`src/rtl/tachyon_irq_pkg.sv`:
```
// tachyon_irq_pkg: register map, CTRL bit and source indices shared by the interrupt controller.
package tachyon_irq_pkg;

    typedef enum logic [2:0] {
        IRQ_REG_PENDING      = 3'd0,
        IRQ_REG_ENABLE       = 3'd1,
        IRQ_REG_TIMER_RELOAD = 3'd2,
        IRQ_REG_TIMER_COUNT  = 3'd3,
        IRQ_REG_CTRL         = 3'd4
    } irq_reg_e;

    localparam int IRQ_CTRL_TEN = 0;

    localparam int IRQ_SRC_VBLANK = 0;
    localparam int IRQ_SRC_TIMER  = 1;
    localparam int IRQ_SRC_JOYPAD = 2;
    localparam int IRQ_SRC_AUDIO  = 3;

    function automatic logic [31:0] lane_mask(input logic [3:0] we);
        return {{8{we[3]}}, {8{we[2]}}, {8{we[1]}}, {8{we[0]}}};
    endfunction

endpackage

```
`src/rtl/irq_timer.sv`:
```
// irq_timer: 32-bit periodic down-counter with byte-lane reload/ctrl writes and a one-cycle event.
module irq_timer
    import tachyon_irq_pkg::*;
(
    input  logic        clk,
    input  logic        rst_n,
    input  logic [31:0] wdata,
    input  logic [31:0] bmask,
    input  logic        we_reload,
    input  logic        we_ctrl,
    output logic [31:0] reload,
    output logic [31:0] count,
    output logic        ten,
    output logic        evt
);

    logic [31:0] reload_q, reload_d;
    logic [31:0] count_q, count_d;
    logic        ten_q, ten_d;

    // A reload write restarts the period from the merged value; enabling restarts from reload.
    always_comb begin
        reload_d = we_reload ? (reload_q & ~bmask) | (wdata & bmask) : reload_q;
        ten_d    = (we_ctrl && bmask[IRQ_CTRL_TEN]) ? wdata[IRQ_CTRL_TEN] : ten_q;
        evt      = ten_q && (count_q == '0);
        count_d  = we_reload ? reload_d :
                   !ten_q    ? (ten_d ? reload_q : count_q) :
                   evt       ? reload_q : count_q - 32'd1;
    end

    always_ff @(posedge clk or negedge rst_n) begin
        if (!rst_n) begin
            reload_q <= '0;
            count_q  <= '0;
            ten_q    <= 1'b0;
        end else begin
            reload_q <= reload_d;
            count_q  <= count_d;
            ten_q    <= ten_d;
        end
    end

    assign reload = reload_q;
    assign count  = count_q;
    assign ten    = ten_q;

endmodule

```
`src/rtl/irq_controller.sv`:
```
// irq_controller: edge-detects peripheral events into pending bits, masks by enable, drives irq.
// Define IRQ_CTRL_SYNC_EN to pass each external source through a 2-flop synchroniser first.
module irq_controller
    import tachyon_irq_pkg::*;
#(
    parameter int               N_SRC       = 4,
    parameter int               TIMER_SRC   = IRQ_SRC_TIMER,
    parameter logic [N_SRC-1:0] SRC_ACT_LOW = 4'b0001
) (
    input  logic             clk,
    input  logic             rst_n,
    input  logic [4:0]       addr,
    input  logic [31:0]      wdata,
    input  logic [3:0]       wenable,
    output logic [31:0]      rdata,
    input  logic [N_SRC-1:0] src_in,
    output logic             irq
);

    irq_reg_e         sel;
    logic [31:0]      bmask;
    logic [N_SRC-1:0] norm, evt, w1c;
    logic [N_SRC-1:0] samp_q, samp_d;
    logic [N_SRC-1:0] pend_q, pend_d;
    logic [N_SRC-1:0] en_q, en_d;
    logic [31:0]      reload, count;
    logic             ten, tmr_evt;
    logic             unused_addr;

    assign sel         = irq_reg_e'(addr[4:2]);
    assign bmask       = lane_mask(wenable);
    assign unused_addr = ^addr[1:0];

`ifdef IRQ_CTRL_SYNC_EN
    logic [N_SRC-1:0] sync1_q, sync1_d, sync2_q, sync2_d;

    assign sync1_d = src_in ^ SRC_ACT_LOW;
    assign sync2_d = sync1_q;

    always_ff @(posedge clk or negedge rst_n) begin
        if (!rst_n) begin
            sync1_q <= '0;
            sync2_q <= '0;
        end else begin
            sync1_q <= sync1_d;
            sync2_q <= sync2_d;
        end
    end

    assign norm = sync2_q;
`else
    assign norm = src_in ^ SRC_ACT_LOW;
`endif

    irq_timer u_timer (
        .clk       (clk),
        .rst_n     (rst_n),
        .wdata     (wdata),
        .bmask     (bmask),
        .we_reload (sel == IRQ_REG_TIMER_RELOAD && |wenable),
        .we_ctrl   (sel == IRQ_REG_CTRL),
        .reload    (reload),
        .count     (count),
        .ten       (ten),
        .evt       (tmr_evt)
    );

    // The timer already produces a pulse, so it bypasses edge detection; new events beat W1C.
    always_comb begin
        samp_d         = norm;
        evt            = norm & ~samp_q;
        evt[TIMER_SRC] = tmr_evt;
        w1c            = (sel == IRQ_REG_PENDING) ? wdata[N_SRC-1:0] & bmask[N_SRC-1:0] : '0;
        pend_d         = (pend_q & ~w1c) | evt;
        en_d           = (sel == IRQ_REG_ENABLE) ?
                         (en_q & ~bmask[N_SRC-1:0]) | (wdata[N_SRC-1:0] & bmask[N_SRC-1:0]) : en_q;
    end

    always_ff @(posedge clk or negedge rst_n) begin
        if (!rst_n) begin
            samp_q <= '0;
            pend_q <= '0;
            en_q   <= '0;
        end else begin
            samp_q <= samp_d;
            pend_q <= pend_d;
            en_q   <= en_d;
        end
    end

    assign rdata = sel == IRQ_REG_PENDING      ? 32'(pend_q) :
                   sel == IRQ_REG_ENABLE       ? 32'(en_q)   :
                   sel == IRQ_REG_TIMER_RELOAD ? reload      :
                   sel == IRQ_REG_TIMER_COUNT  ? count       :
                   sel == IRQ_REG_CTRL         ? {31'd0, ten} : '0;

    assign irq = |(pend_q & en_q);

endmodule

```
`config.mk`:
```
export PLATFORM = sky130hd
export DESIGN_NAME = irq_controller
export DESIGN_NICKNAME = d
export VERILOG_FILES = /design/src/rtl/tachyon_irq_pkg.sv /design/src/rtl/irq_timer.sv /design/src/rtl/irq_controller.sv
export SDC_FILE = /design/constraint.sdc
export NUM_CORES = 1
export LEC_CHECK = 0
export CORE_ASPECT_RATIO = 1.2
export CORE_UTILIZATION = 45
export DETAILED_ROUTE_END_ITERATION = 12
export DONT_BUFFER_PORTS = 1
export GPL_TIMING_DRIVEN = 0
export PLACE_DENSITY = 0.68
export SYNTH_ARGS = -nofsm -noshare
export SYNTH_HDL_FRONTEND = slang
export SYNTH_SLANG_ARGS = --single-unit
```
`constraint.sdc`:
```
create_clock -name clk -period 2.5 [get_ports clk]
set_clock_uncertainty 0.1 [all_clocks]
set_input_delay 0.5 -clock clk [delete_from_list [all_inputs] [get_ports clk]]
set_output_delay 0.5 -clock clk [all_outputs]
set_load 0.1 [all_outputs]
```
==> results of run 1 <==
[flip-flops by register name (all words and copies together), names as in the netlist, named ones only]
name            cells
u_timer.reload     32
pend_q              4
u_timer.count      32
u_timer.ten         1
samp_q              3
[metrics by stage]
step                std cells  setup TNS (ns)
floorplan                 473          -0.388
global placement          602          -12.44
detailed placement        602          -17.16
CTS                       620         -0.0508
global route              627          -0.254
finish                    627               0
[what timing repair did]
action                                 in CTS  in global routing
gates resized for setup                    15                  6
endpoints found under the hold margin      76                  0
hold buffers                                2                  0
setup endpoints to repair                  53                 53
pin swaps                                   2                  6
setup buffers                               1                  8
[cells in the final DEF, fill, tap and decap left out, types with 4 or more instances in the layout]
| master | netlist | routed |
|---|---|---|
| o211ai_2 | 4 | 4 |
| o31ai_1 | 7 | 7 |
| nor2_1 | 36 | 36 |
| mux2_2 | 37 | 37 |
| inv_1 | 7 | 7 |
| buf_2 | 9 | 9 |
| and2_1 | 5 | 5 |
| a22o_4 | 0 | 20 |
| o221ai_1 | 11 | 11 |
| clkbuf_16 | 0 | 9 |
| nor4_1 | 10 | 8 |
| mux2i_1 | 43 | 43 |
| nor3_1 | 16 | 15 |
| o31a_1 | 5 | 5 |
| a22o_2 | 0 | 8 |
| nand3_1 | 20 | 20 |
| mux4_2 | 4 | 4 |
| o211ai_1 | 6 | 6 |
| nand2_1 | 23 | 23 |
| clkbuf_1 | 21 | 14 |
| dfrtp_1 | 76 | 76 |
| buf_4 | 2 | 13 |
| nor4_2 | 4 | 6 |
| xnor2_1 | 19 | 19 |
| a21oi_1 | 21 | 21 |
[layout make-up]
type	instances	area, sq um	area share
Sequential cell	76	1900	0.330
Inverter	7	26.3	0.00455
Clock inverter	4	95.1	0.0165
Buffer	36	201	0.0349
Tap cell	129	161	0.0280
Timing Repair Buffer	11	105	0.0182
Clock buffer	12	256	0.0444
Multi-Input combinational cell	352	3020	0.524
[cells by family (layout without fill, tap and decap cells)]
group           after synthesis  after routing
simple gates                146            146
mux                          84             84
buf+inv                      45             70
flops                        76             76
fa+ha+maj                     1              1
xor+xnor                     21             21
compound gates              100            100
[power by group through the flow]
stage	Sequential, W	Clock, W	Combinational [W]
final	0.00220	0.00154	0.00240
after global routing	0.00227	0.00161	0.00259
after CTS	0.00215	0.00155	0.00237
after detailed placement	0.00217	0	0.00229
after global placement	0.00214	0	0.00225
after floorplan	0.00202	0	0.00200
[final timing paths]
check,endpoint,start,slack (ns)
worst max-delay path,rdata[1],u_timer.count[1],0.008
worst min-delay path,samp_q[2],src_in[2],0.09
worst max register to register,u_timer.count[27],u_timer.count[15],0.15
worst min register to register,pend_q[0],samp_q[0],0.32
max in group asynchronous,u_timer.count[11],rst_n,1.34
min in group asynchronous,samp_q[0],rst_n,0.63
[cell usage after synthesis (5+ instances only)]
library cell  instances  share of area
a21oi_1              21          0.022
a22o_1               31          0.056
and2_1                5         0.0064
buf_2                 9         0.0092
clkbuf_1             21          0.016
dfrtp_1              76           0.39
inv_1                 7         0.0054
mux2_2               37          0.085
mux2i_1              43          0.088
nand2_1              23          0.018
nand3_1              20          0.021
nor2_1               36          0.028
nor2b_1               5         0.0064
nor3_1               16          0.016
nor4_1               10          0.013
o211ai_1              6         0.0092
o221ai_1             11          0.020
o31a_1                5         0.0090
o31ai_1               7          0.011
xnor2_1              19          0.034
[metal layers]
| metal | vias to the layer above | global-route usage | share of wire |
|---|---|---|---|
| li1 | 1822 | - | - |
| met1 | 1986 | 0.299 | 0.42 |
| met2 | 114 | 0.411 | 0.50 |
| met3 | 18 | 0.0573 | 0.064 |
| met4 | 0 | 0.0905 | 0.016 |
| met5 | - | 0 | 0 |
==> results.sh, run 1 <==
export IMPL_switchingPower_w=0.00256
export IMPL_wl_mm=13.0
export IMPL_cp_start_kind="flip-flop"
export IMPL_swShare=0.418
export IMPL_synth_simple_gate_area_frac=0.173
export IMPL_die_y_um=116
export IMPL_antenna_left=0
export IMPL_worst_slew_pin_slew_ns=1.06
export IMPL_grt_pass1_wl_mm=21.4
export IMPL_crit_arrival_ns=1.89
export IMPL_finalHoldViolCount=0
export IMPL_syn_area_per_cell_sq_um=10.3
export IMPL_synthXorXnorAreaFrac=0.0377
export IMPL_cts_max_level=3
export IMPL_netlist_area_sq_um=4870
export IMPL_pre_cts_ws_ns=-0.536
export IMPL_async_reset_ff_frac=1.00
export IMPL_avgViaCountPerCell=6.28
export IMPL_p_int_w=0.00358
export IMPL_drive_above_1_share=0.287
export IMPL_clock_sinks=76
export IMPL_drc_errors=0
export IMPL_synth_top_family_by_area="multiplexers"
export IMPL_layout_min_cycle_time_ns=2.49
export IMPL_path_cells="mux4_2, nor2b_2"
export IMPL_insertion_delay_ns=0.34
export IMPL_hpwl_mm=8.82
export IMPL_cap_viol_max_count=0
export IMPL_min_delay_path_depth=0
export IMPL_yosysUniqueCellTypes=59
export IMPL_cts_clk_slew_worst_paths_ns=0.06
export IMPL_timing_fmax_mhz=401
export IMPL_fin_util=0.549
export IMPL_syn_nets=521
export IMPL_clockPowerShare=0.250
export IMPL_initial_core_util=0.464
export IMPL_outcome="finished, final reports clean"
export IMPL_crit_buf_inv=0
export IMPL_synth_seq_cells=76
export IMPL_pin_count=80
export IMPL_cts_tree="yes"
export IMPL_drtIter0Drc=241
export IMPL_finalWorstSetupSlack_ns=0.00845
export IMPL_crit_path_end_kind="output pin"
export IMPL_p_seq_frac=0.359
export IMPL_synth_mux_area_frac=0.192
export IMPL_die_area_sq_um=11300
export IMPL_grt_ovfl_total=0
export IMPL_drtPass1Iterations=5
export IMPL_synth_fa_ha_area_frac=0.00257
export IMPL_synth_seq_area_share=0.390
export IMPL_rsz0062_at_grt="true"
export IMPL_worstRegToRegCells=8
export IMPL_synth_edf_count=0
export IMPL_crit_type="flip-flop to output pin"
export IMPL_critical_path_cell_count=2
export IMPL_hp_class="input port to flip-flop"
export IMPL_critPathTopFamily="simple AND/OR/NAND/NOR gates"
export IMPL_port_buffers=0
export IMPL_cellPowerDensity_nw_per_um2=1060
export IMPL_grt_max_degree=77
export IMPL_worst_ep_required_time_ns=1.90
export IMPL_final_area_sq_um=5770
export IMPL_final_net_count=541
export IMPL_yosysWarnings=0
export IMPL_grt_pass1_vias=4084
export IMPL_cp_max_fo=4
export IMPL_grt_util_all_layers=0.241
export IMPL_rows=41
export IMPL_max_slew_margin_rel=0.293
export IMPL_slowest_delay_ns=0.85
export IMPL_syn_to_final_growth_pct=18.4
export IMPL_ir_drop_v=0.000481
export IMPL_p_total_w=0.00614
export IMPL_setup_viol=0
export IMPL_comb_power_share=0.391
export IMPL_ys_flop_type="dfrtp_1"
export IMPL_syn_inst=473
export IMPL_clockBufferDepth=2
export IMPL_postPlaceCellArea_sq_um=5240
export IMPL_antenna_found_initial=0
export IMPL_cpMaxStageDelayCell="nor2b_2"
export IMPL_clockRootBuffer="clkbuf_16"
export IMPL_globalplace_congestion=0.876
export IMPL_via_count=3940
export IMPL_fp_dieW_um=97.0
export IMPL_core_region_area_sq_um=10500
export IMPL_cts_buffers=9
export IMPL_wl_per_cell_um=20.7
export IMPL_p_leak_nw=2.40
export IMPL_fin_crit_sh=0.997
export IMPL_final_max_slew_viol_count=0
export IMPL_fillers=919
export IMPL_synth_compound_area_share=0.162
export IMPL_antenna_cells=0
export IMPL_holdWs_ns=0.0902
Note: power is estimated with default switching activity, not from simulation.
==> run 2, diff against run 1 <==
CAP_MARGIN = 0   (was default)
==> results of run 2 <==
No change in the layout: final DEF, timing and power equal those of run 1.
==> run 3, diff against run 2 <==
GPL_TIMING_DRIVEN = 1   (was 0)
MAX_ROUTING_LAYER = met4   (was default)
==> run 3 against run 2 <==
Net effect:
- final area is 8.5% higher
- first-iteration DRC count is 13% lower
- utilization up 4.7 points
- count of clock-buffer cells in the layout decreased by 2
==> results.sh, run 3 (same netlist as run 1, synthesis figures left out) <==
export IMPL_rows=41
export IMPL_grt_util_all_layers=0.245
export IMPL_die_area_sq_um=11300
export IMPL_cap_viol_max_count=0
export IMPL_postPlaceCellArea_sq_um=5920
export IMPL_cellPowerDensity_nw_per_um2=977
export IMPL_wl_per_cell_um=19.7
export IMPL_routed_top_layer="met4"
export IMPL_clockBufferDepth=2
export IMPL_finalHoldViolCount=0
export IMPL_rsz0062_at_grt="false"
export IMPL_initial_core_util=0.464
export IMPL_avgViaCountPerCell=6.28
export IMPL_die_y_um=116
export IMPL_globalplace_congestion=0.807
export IMPL_layout_common_cells="76 x dfrtp_1, 43 x mux2i_1, 37 x mux2_2, 36 x nor2_1, 32 x buf_12"
export IMPL_via_count=4042
export IMPL_max_slew_margin_rel=0.470
export IMPL_core_region_area_sq_um=10500
export IMPL_p_leak_nw=2.61
export IMPL_drc_errors=0
export IMPL_cts_clk_slew_worst_paths_ns=0.06
export IMPL_wl_mm=12.7
export IMPL_hp_class="input port to flip-flop"
export IMPL_clockRootBuffer="clkbuf_16"
export IMPL_crit_arrival_ns=2.47
export IMPL_wl_met2_mm=6.53
export IMPL_fin_util=0.595
export IMPL_grt_ovfl_total=0
export IMPL_grt_pass1_wl_mm=21.4
export IMPL_drtPass1Iterations=5
export IMPL_antenna_left=0
export IMPL_final_net_count=558
export IMPL_crit_type="flip-flop to flip-flop"
export IMPL_syn_to_final_growth_pct=28.4
export IMPL_pin_count=80
export IMPL_worst_slew_pin_slew_ns=0.785
export IMPL_final_area_sq_um=6260
export IMPL_wl_met1_mm=5.14
export IMPL_drtIter0Drc=209
export IMPL_clock_sinks=76
export IMPL_p_total_w=0.00611
export IMPL_worst_ep_required_time_ns=2.59
export IMPL_grt_max_degree=77
export IMPL_crit_path_end_kind="flip-flop"
export IMPL_timing_fmax_mhz=421
export IMPL_wl_met3_um=811
export IMPL_cts_max_level=3
export IMPL_cp_start_kind="flip-flop"
export IMPL_hpwl_mm=8.55
export IMPL_final_max_slew_viol_count=0
export IMPL_layoutNonFillerInstCount=644
export IMPL_cts_tree="yes"
export IMPL_setup_viol=0
export IMPL_insertion_delay_ns=0.34
export IMPL_cts_buffers=9
export IMPL_outcome="finished, final reports clean"
export IMPL_finalSetupTns_ns=0
export IMPL_placed_cells=624
export IMPL_cp_max_fo=14
export IMPL_port_buffers=0
export IMPL_fin_crit_sh=0.950
export IMPL_antenna_cells=0
export IMPL_fp_dieW_um=97.0
export IMPL_layout_min_cycle_time_ns=2.37
export IMPL_final_common_cell="dfrtp_1"
export IMPL_drive_above_1_share=0.336
export IMPL_ir_drop_v=0.000585
export IMPL_grt_pass1_vias=4223
export IMPL_antenna_found_initial=0
[run 3: report_power, final]
group          internal, W  switching (W)  total (W)  leakage (nW)
logic              0.00117        0.00145    0.00262          1.54
clock network     0.000765       0.000519    0.00128         0.146
registers          0.00160       0.000606    0.00221         0.922
[run 3: repair_timing]
item                       4_1_cts  5_1_grt
buffers inserted                 0        2
resized for setup                0        1
setup endpoints to repair        0       12
hold buffers                     2        0
hold endpoints to repair        76        0
[run 3: cell type report]
class / count / area [sq um]
Clock buffer: 10 / 229
Sequential cell: 76 / 1900
Clock inverter: 6 / 55.1
Tap cell: 129 / 161
Timing Repair Buffer: 64 / 903
Fill cell: 836 / 4260
Multi-Input combinational cell: 352 / 2980
Inverter: 7 / 26.3
[run 3: final timing paths]
path                                       start                  to  slack [ns]  cells after the start
worst min-delay path                   src_in[2]           samp_q[2]        0.09                      0
worst min register to register         samp_q[0]           pend_q[0]        0.33                      1
max in group asynchronous                  rst_n  u_timer.reload[24]        1.33                      2
worst max-delay path            u_timer.count[0]   u_timer.count[14]        0.13                      8
min in group asynchronous                  rst_n   u_timer.count[29]        0.63                      2
worst max register to register  u_timer.count[0]   u_timer.count[14]        0.13                      8
[run 3: critical path: stages, from the launching register on]
cell and delay (ns):
dfrtp_1 0.43, inv_1 0.08, ha_1 0.19, nor4b_2 0.31, nand4_4 0.19, o31a_1 0.34
buf_4 0.23, mux2i_1 0.19, o221ai_1 0.16
[run 3: routing by layer]
layer / track usage / up-vias
met5: - / -
met4: 0.0955 / 0
met3: 0.0615 / 21
met2: 0.410 / 141
met1: 0.285 / 2012
li1: - / 1868
[run 3: metrics by stage]
stage	setup slack, ns	hold slack [ns]
after floorplan	-0.0272	0.104
after CTS	0.0614	0.0745
after global routing	0.00573	0.0754
after detailed placement	0.0978	0.107
after global placement	0.158	0.109
final	0.125	0.0887
